==> src/rtl/led_pkg.sv <==
// Shared constants for the LED output controller: register word indices
// and reset values for the DUTY register and the blink phase.
package led_pkg;

    localparam logic [1:0] LED_REG_DATA   = 2'd0;
    localparam logic [1:0] LED_REG_MASK   = 2'd1;
    localparam logic [1:0] LED_REG_PERIOD = 2'd2;
    localparam logic [1:0] LED_REG_DUTY   = 2'd3;

    // DUTY resets to all-ones; this bit is replicated to the DUTY width.
    localparam logic LED_DUTY_RST_BIT = 1'b1;
    localparam logic LED_PHASE_RST    = 1'b1;

endpackage

==> src/rtl/led_blink_timer.sv <==
// Blink period counter and phase flop. A PERIOD write restarts the
// half-period from zero with phase high.
module led_blink_timer
    import led_pkg::*;
#(
    parameter int BLINK_W = 24
) (
    input  logic               led_clk,
    input  logic               ledrst,
    input  logic [BLINK_W-1:0] period,
    input  logic               period_wr,
    output logic               phase
);

    logic [BLINK_W-1:0] cnt_q, cnt_d;
    logic               phase_q, phase_d;

    // The write restart wins over a wrap landing on the same edge.
    always_comb begin
        cnt_d   = cnt_q;
        phase_d = phase_q;
        if (period_wr || (period == '0)) begin
            cnt_d   = '0;
            phase_d = LED_PHASE_RST;
        end else if (cnt_q == (period - BLINK_W'(1))) begin
            cnt_d   = '0;
            phase_d = ~phase_q;
        end else begin
            cnt_d = cnt_q + BLINK_W'(1);
        end
    end

    always_ff @(posedge led_clk or posedge ledrst) begin
        if (ledrst) begin
            cnt_q   <= '0;
            phase_q <= LED_PHASE_RST;
        end else begin
            cnt_q   <= cnt_d;
            phase_q <= phase_d;
        end
    end

    assign phase = phase_q;

endmodule

==> src/rtl/led_ctrl.sv <==
// MMIO LED controller: static pattern, per-LED blink mask, PWM dimming.
// Define LED_READBACK_EN to add registered register readback on ledrdata.
module led_ctrl
    import led_pkg::*;
#(
    parameter int NUM_LEDS = 24,
    parameter int BLINK_W  = 24,
    parameter int PWM_BITS = 8
) (
    input  logic                led_clk,
    input  logic                ledrst,
    input  logic                ledcs,
    input  logic                ledwrite,
    input  logic [1:0]          ledaddr,
    input  logic [31:0]         ledwdata,
    output logic [31:0]         ledrdata,
    output logic [NUM_LEDS-1:0] ledout
);

    // Bus handshake: a write is ledcs && ledwrite sampled at a rising edge;
    // a read is ledcs && !ledwrite, with data on ledrdata after that edge.
    logic                wr_data, wr_mask, wr_period, wr_duty;
    logic [NUM_LEDS-1:0] data_q, data_d, mask_q, mask_d, ledout_q, ledout_d;
    logic [BLINK_W-1:0]  period_q, period_d;
    logic [PWM_BITS-1:0] duty_q, duty_d, pwm_q, pwm_d;
    logic                phase, pwm_on;
    logic                unused_wdata;

    assign wr_data   = ledcs && ledwrite && (ledaddr == LED_REG_DATA);
    assign wr_mask   = ledcs && ledwrite && (ledaddr == LED_REG_MASK);
    assign wr_period = ledcs && ledwrite && (ledaddr == LED_REG_PERIOD);
    assign wr_duty   = ledcs && ledwrite && (ledaddr == LED_REG_DUTY);
    assign unused_wdata = ^ledwdata;

    led_blink_timer #(.BLINK_W(BLINK_W)) u_blink (
        .led_clk   (led_clk),
        .ledrst    (ledrst),
        .period    (period_q),
        .period_wr (wr_period),
        .phase     (phase)
    );

    // Full-scale DUTY is forced on so the LED never drops out at the wrap.
    assign pwm_on = (&duty_q) || (pwm_q < duty_q);

    always_comb begin
        data_d   = wr_data   ? ledwdata[NUM_LEDS-1:0] : data_q;
        mask_d   = wr_mask   ? ledwdata[NUM_LEDS-1:0] : mask_q;
        period_d = wr_period ? ledwdata[BLINK_W-1:0]  : period_q;
        duty_d   = wr_duty   ? ledwdata[PWM_BITS-1:0] : duty_q;
        pwm_d    = pwm_q + PWM_BITS'(1);
        ledout_d = data_q & (~mask_q | {NUM_LEDS{phase}}) & {NUM_LEDS{pwm_on}};
    end

    always_ff @(posedge led_clk or posedge ledrst) begin
        if (ledrst) begin
            data_q   <= '0;
            mask_q   <= '0;
            period_q <= '0;
            duty_q   <= {PWM_BITS{LED_DUTY_RST_BIT}};
            pwm_q    <= '0;
            ledout_q <= '0;
        end else begin
            data_q   <= data_d;
            mask_q   <= mask_d;
            period_q <= period_d;
            duty_q   <= duty_d;
            pwm_q    <= pwm_d;
            ledout_q <= ledout_d;
        end
    end

    assign ledout = ledout_q;

`ifdef LED_READBACK_EN
    logic [31:0] rdata_q, rdata_d;

    always_comb begin
        rdata_d = '0;
        if (ledcs && !ledwrite) begin
            case (ledaddr)
                LED_REG_DATA:   rdata_d[NUM_LEDS-1:0] = data_q;
                LED_REG_MASK:   rdata_d[NUM_LEDS-1:0] = mask_q;
                LED_REG_PERIOD: rdata_d[BLINK_W-1:0]  = period_q;
                LED_REG_DUTY:   rdata_d[PWM_BITS-1:0] = duty_q;
                default:        rdata_d = '0;
            endcase
        end
    end

    always_ff @(posedge led_clk or posedge ledrst) begin
        if (ledrst) begin
            rdata_q <= '0;
        end else begin
            rdata_q <= rdata_d;
        end
    end

    assign ledrdata = rdata_q;
`else
    assign ledrdata = 32'h0;
`endif

endmodule

==> config.mk <==
export PLATFORM = sky130hd
export DESIGN_NAME = led_ctrl
export DESIGN_NICKNAME = d
export VERILOG_FILES = /design/src/rtl/led_pkg.sv /design/src/rtl/led_blink_timer.sv /design/src/rtl/led_ctrl.sv
export SDC_FILE = /design/constraint.sdc
export NUM_CORES = 1
export LEC_CHECK = 0
export CAP_MARGIN = 20
export CELL_PAD_IN_SITES_DETAIL_PLACEMENT = 0
export CELL_PAD_IN_SITES_GLOBAL_PLACEMENT = 1
export CORE_UTILIZATION = 45
export CTS_CLUSTER_SIZE = 24
export DETAILED_ROUTE_END_ITERATION = 8
export HOLD_SLACK_MARGIN = 0.02
export PLACE_DENSITY_LB_ADDON = 0.1
export RECOVER_POWER = 100
export SLEW_MARGIN = 20
export SYNTH_ARGS = -nofsm -noshare
export SYNTH_HDL_FRONTEND = slang
export SYNTH_SLANG_ARGS = --single-unit
==> constraint.sdc <==
create_clock -name led_clk -period 15.05 [get_ports led_clk]
set_clock_uncertainty 0.15 [all_clocks]
set_input_delay 4.515 -clock led_clk [delete_from_list [all_inputs] [get_ports led_clk]]
set_output_delay 4.515 -clock led_clk [all_outputs]
set_load 0.03 [all_outputs]
==> results.yml, run 1 <==
run_status:
  outcome: "complete, but fails checks"
  violations: "capacitance limit, slew limit"
global_routing:
  grt_max_degree: 72
  grtUsageMet2_pct: 33.2
  grt_pass1_wl_um: 25200
  overflow: 0
  antenna_found_initial: 0
  grt_busiest_layer: "met2"
  grt_use_met1_pct: 26.9
  grt_pass1_vias: 4889
  track_usage_pct: 20.4
  grt_util_met3_pct: 4.21
worst_setup_path:
  crit_required_ns: 15.34
  cp_slowest_stage_delay_ns: 1.75
  cp_cell_sequence: "dlygate4sd3_1 -> clkinvlp_2 -> buf_4"
  cp.arrival_ns: 7.79
  end_kind: "async pin"
  slowest_stage: "clkinvlp_2"
  path_class: "input port to async pin"
  path_max_fanout: 71
  crit_path_start_kind: "input port"
routing:
  drc: 0
  dr.pass1.iters: 4
  num_vias: 4734
  drt-vias-per-instance: 5.48
  postRouteAntennaNets: 0
  routed_wl_um: 15000
  dr.first_iter.drc_count: 200
  routedWlPerCell_um: 17.4
pwr:
  p_leak_nw: 3.42
  powerDensity_nw_per_um2: 149
  p_sw_mw: 0.373
  power_frac_seq_pct: 42.9
  ir_drop_uv: 87.0
  combinationalPowerShare_pct: 22.4
  internal-power_mw: 0.816
  power.total_mw: 1.19
  power_switching_share_pct: 31.4
  clock_power_share_pct: 34.7
layout:
  synthToLayoutAreaGrowth_pct: 15.4
  utilization_pct: 54.1
  nets: 715
  antenna_cells: 0
  drive_gt1_share_pct: 20.3
worst_hold_path:
  hold_path_class: "register to register"
synth:
  seq_area_frac_synth_pct: 49.7
  yosysMostFrequentCell: "dfrtp_1"
  yosys_warnings: 0
  synth_area_um2: 6910
  synth_top_area_cell: "dfrtp_1"
  synth_area_leaders: "dfrtp_1 46%, mux2_2 13%, xnor2_1 4.1%, buf_4 3.6%, dfstp_2 3.4%"
  ys_ff_latch: 137
  ys.flop_type: "dfrtp_1"
  netlist_top_cells_count: "128 x dfrtp_1, 80 x mux2_2, 41 x nand3_1"
  syn_inst: 615
  synth_edf_count: 0
  async_flop_share_pct: 100
  synthDistinctLibCells: 55
  avgSynthCellArea_um2: 11.2
  synth_top_area_share_pct: 46.3
clock_tree:
  path_clk_slew_ns: 0.06
  clk_latency_ns: 0.42
  root_buffer: "clkbuf_16"
  ctsResizeCount: 0
  cts_sinks: 137
  htree_num_levels: 4
  cts_tree: "yes"
  hold_buffers: 0
  cts_buffer_depth: 2
  cts_made_buffers: 17
  post_cts_buffers: 0
timing:
  fin_crit_ns: 7.50
  grt_setup_unrepaired: "no"
  fin_crit_sh_pct: 49.9
  fin_tns_setup_ns: 0
  slew_viol_final: 122
  fmax_mhz: 133
  worst_pin_slew_ns: 3.10
  slew_headroom_pct: -108
  hold_viol_final: 0
  setup_viol: 0
die:
  core_um2: 14800
  pin_count: 94
  initial_core_util_pct: 46.9
  die_y_um: 126
  die_width_um: 126
  row_count: 44
  die-area_um2: 15900
placement:
  port-buffer-count: 53
  gp_congestion: 0.830
  hpwlAfterDp_um: 10100
flow_run:
  maxCapViolations: 3
## stage by stage
stage / hold slack, ns / std cells / area (um^2) / setup slack, ns
final: 0.331 / 864 / 7980 / 7.55
after floorplan: 0.297 / 646 / 7030 / 6.73
after detailed placement: 0.325 / 832 / 7490 / 8.50
after global placement: 0.319 / 832 / 7490 / 8.52
after CTS: 0.334 / 864 / 8080 / 8.91
after global routing: 0.342 / 864 / 7980 / 6.89
## area by class of cell
type                       instances  area [um^2]
clock buffer                      20          447
clock inverter                    12          140
fill                            1307         6770
inverter                          17         65.1
multi-input combinational        433         3090
sequential                       137         3440
tap                              184          230
timing repair buffer              61          572
## flip-flops by register name, summed over array words and instances, names as in the netlist
| register | count |
|---|---|
| data_q | 24 |
| duty_q | 8 |
| ledout | 24 |
| mask_q | 24 |
| period_q | 24 |
| pwm_q | 8 |
| u_blink.cnt_q | 24 |
| u_blink.phase | 1 |
## power groups by stage
stage	clock network, mW	logic, mW	registers (mW)
after floorplan	0	0.177	0.527
after global routing	0.438	0.293	0.522
after CTS	0.421	0.279	0.511
after detailed placement	0	0.278	0.517
final	0.413	0.267	0.510
after global placement	0	0.272	0.514
## cell families (layout without fill, tap and decap cells)
group / Yosys count / count (layout) / share of synthesized area (%)
adder cells (fa/ha/maj): 10 / 10 / 1.81
XOR/XNOR: 56 / 56 / 7.09
other: 1 / 32 / 0.0542
flip-flops: 137 / 137 / 49.7
multiplexers: 82 / 82 / 13.3
AND/OR/NAND/NOR: 198 / 198 / 16.8
AO/OA/AOI/OAI: 55 / 55 / 4.81
buffers and inverters: 76 / 110 / 6.35
## path summary, 6_finish.rpt
path	startpoint	to	slack, ns	cells past startpoint
max reg2reg	period_q[0]	u_blink.cnt_q[11]	11.10	8
min	pwm_q[7]	pwm_q[7]	0.33	1
max	ledrst	period_q[19]	7.55	3
min in group asynchronous	ledrst	u_blink.cnt_q[4]	5.30	2
min reg2reg	pwm_q[7]	pwm_q[7]	0.33	1
max in group led_clk	ledaddr[1]	u_blink.cnt_q[11]	7.67	6
## critical path: cells and delay by family
family,cells,cell delay (ns)
buffers and inverters,3,3.19
## placed cells by master (no fill, tap or decap), drive strengths merged, types with 4 or more instances in the layout
cell type and instances:
o21ai 7, and3 6, clkdlybuf4s50 27, or3 5, xor2 24, nor3 37
nor4 8, a21oi 28, dfrtp 128, clkbuf 25, inv 19, nand4 11
xnor2 32, conb 32, clkinvlp 4, dlygate4sd3 26, mux2 80, nand2 39
nor2 22, or4 9, ha 10, dfstp 9, clkinv 4, nand3 41
## routing by layer
| metal | up-vias | share of wire (%) |
|---|---|---|
| met5 | - | 0 |
| met4 | 0 | 2.0 |
| met3 | 19 | 2.9 |
| met2 | 77 | 47 |
| met1 | 2408 | 48 |
| li1 | 2230 | - |
Power figures use the tool's default switching activity.
==> run 2, diff against run 1 <==
CORE_UTILIZATION = 40   (was 45)
clock period = 6.4 ns   (was 15.05 ns; I/O delays follow)
==> results.yml, run 2 (synthesis results as in run 1) <==
run_status:
  outcome: "complete, but fails checks"
  violations: "capacitance limit, slew limit"
routing:
  num_vias: 4697
  routedWlPerCell_um: 17.2
  postRouteAntennaNets: 0
  dr.pass1.iters: 4
  routed_wl_um: 15500
  dr.first_iter.drc_count: 206
  drc: 0
  drt-vias-per-instance: 5.21
worst_setup_path:
  cp.arrival_ns: 4.64
  slowest_stage: "clkbuf_1"
  end_kind: "register"
  path_class: "input port to register"
  cp_slowest_stage_delay_ns: 0.98
  crit_cells: 6
  worst-r2r-cell-count: 9
  crit_buf_inv: 2
  crit_path_start_kind: "input port"
  cp_cell_sequence: "dlygate4sd3_1 -> nand4b_1 -> o21ai_2 -> clkbuf_1 -> nor2_1 -> mux2i_1"
  path_max_fanout: 26
  crit_required_ns: 6.59
  path_delay_family: "buffers and inverters"
pwr:
  p_leak_nw: 3.45
  powerDensity_nw_per_um2: 353
  ir_drop_uv: 196
  power.total_mw: 2.85
die:
  initial_core_util_pct: 41.4
  die_y_um: 133
  core_um2: 16700
  die_width_um: 133
  die-area_um2: 17800
  row_count: 47
  pin_count: 94
clock_tree:
  cts_tree: "yes"
  clk_latency_ns: 0.42
  ctsResizeCount: 0
  htree_num_levels: 4
  cts_made_buffers: 17
  root_buffer: "clkbuf_16"
  post_cts_buffers: 0
  hold_buffers: 0
  cts_sinks: 137
  cts_buffer_depth: 2
  path_clk_slew_ns: 0.06
layout:
  final_common_cell: "dfrtp_1"
  synthToLayoutAreaGrowth_pct: 16.9
  drive_gt1_share_pct: 20.6
  nets: 716
  layout_common_cells: "128 x dfrtp_1, 80 x mux2_2, 41 x nand3_1"
  antenna_cells: 0
  fillers: 1570
global_routing:
  track_usage_pct: 18.7
  grt_pass1_wl_um: 25600
  grt_max_degree: 108
  grt_pass1_vias: 4761
  overflow: 0
  antenna_found_initial: 1
timing:
  slew_viol_final: 50
  slew_headroom_pct: -7.79
  fin_crit_sh_pct: 69.4
  fin_tns_setup_ns: 0
  worst_pin_slew_ns: 1.62
  fin_crit_ns: 4.44
  fmax_mhz: 225
  grt_setup_unrepaired: "no"
  hold_viol_final: 0
  setup_viol: 0
worst_hold_path:
  min_path_cells: 1
  hold_path_class: "register to register"
placement:
  gp_congestion: 0.811
  port-buffer-count: 53
  hpwlAfterDp_um: 10400
flow_run:
  maxCapViolations: 2
## run 2: area by class of cell
class | count | area (um^2) | area share, %
flip-flops and latches | 137 | 3440 | 42.6
clock buffers | 20 | 457 | 5.65
well taps | 220 | 275 | 3.41
clock inverters | 12 | 163 | 2.01
repair buffers | 62 | 599 | 7.42
multi-input cells | 433 | 3080 | 38.1
inverters | 17 | 65.1 | 0.805
## run 2: metrics by stage
stage                     hold WS (ns)  instances  setup WS (ns)  util (%)  area, um^2
after floorplan                  0.297        646          0.677         -        7030
after CTS                        0.337        900           2.60      48.9        8160
after global placement           0.331        868           2.20      45.2        7540
after global routing             0.350        901           1.67      48.4        8080
final                            0.332        901           1.96      48.4        8080
after detailed placement         0.324        868           2.14      45.2        7540
## run 2: power by group
group	leakage, nW	internal (mW)	switching, mW
sequential	1.68	1.05	0.151
clock	0.298	0.640	0.383
combinational	1.47	0.286	0.346
total	3.45	1.97	0.881
## run 2: path summary, 6_finish.rpt
| kind | startpoint | endpoint | slack, ns |
|---|---|---|---|
| setup / recovery | ledaddr[1] | u_blink.phase | 1.96 |
| hold / removal | pwm_q[7] | pwm_q[7] | 0.33 |
| setup reg to reg | period_q[0] | u_blink.phase | 2.58 |
| hold reg to reg | pwm_q[7] | pwm_q[7] | 0.33 |
| max in group asynchronous | ledrst | duty_q[6] | 2.57 |
| min in group asynchronous | ledrst | u_blink.cnt_q[1] | 2.13 |
## run 2: per-layer routing
metal	vias up	wire (um)	global-route usage, %
li1	2219	-	-
met1	2362	7130	24.9
met2	92	7490	30.2
met3	22	577	4.30
met4	2	247	6.19
met5	-	13	0
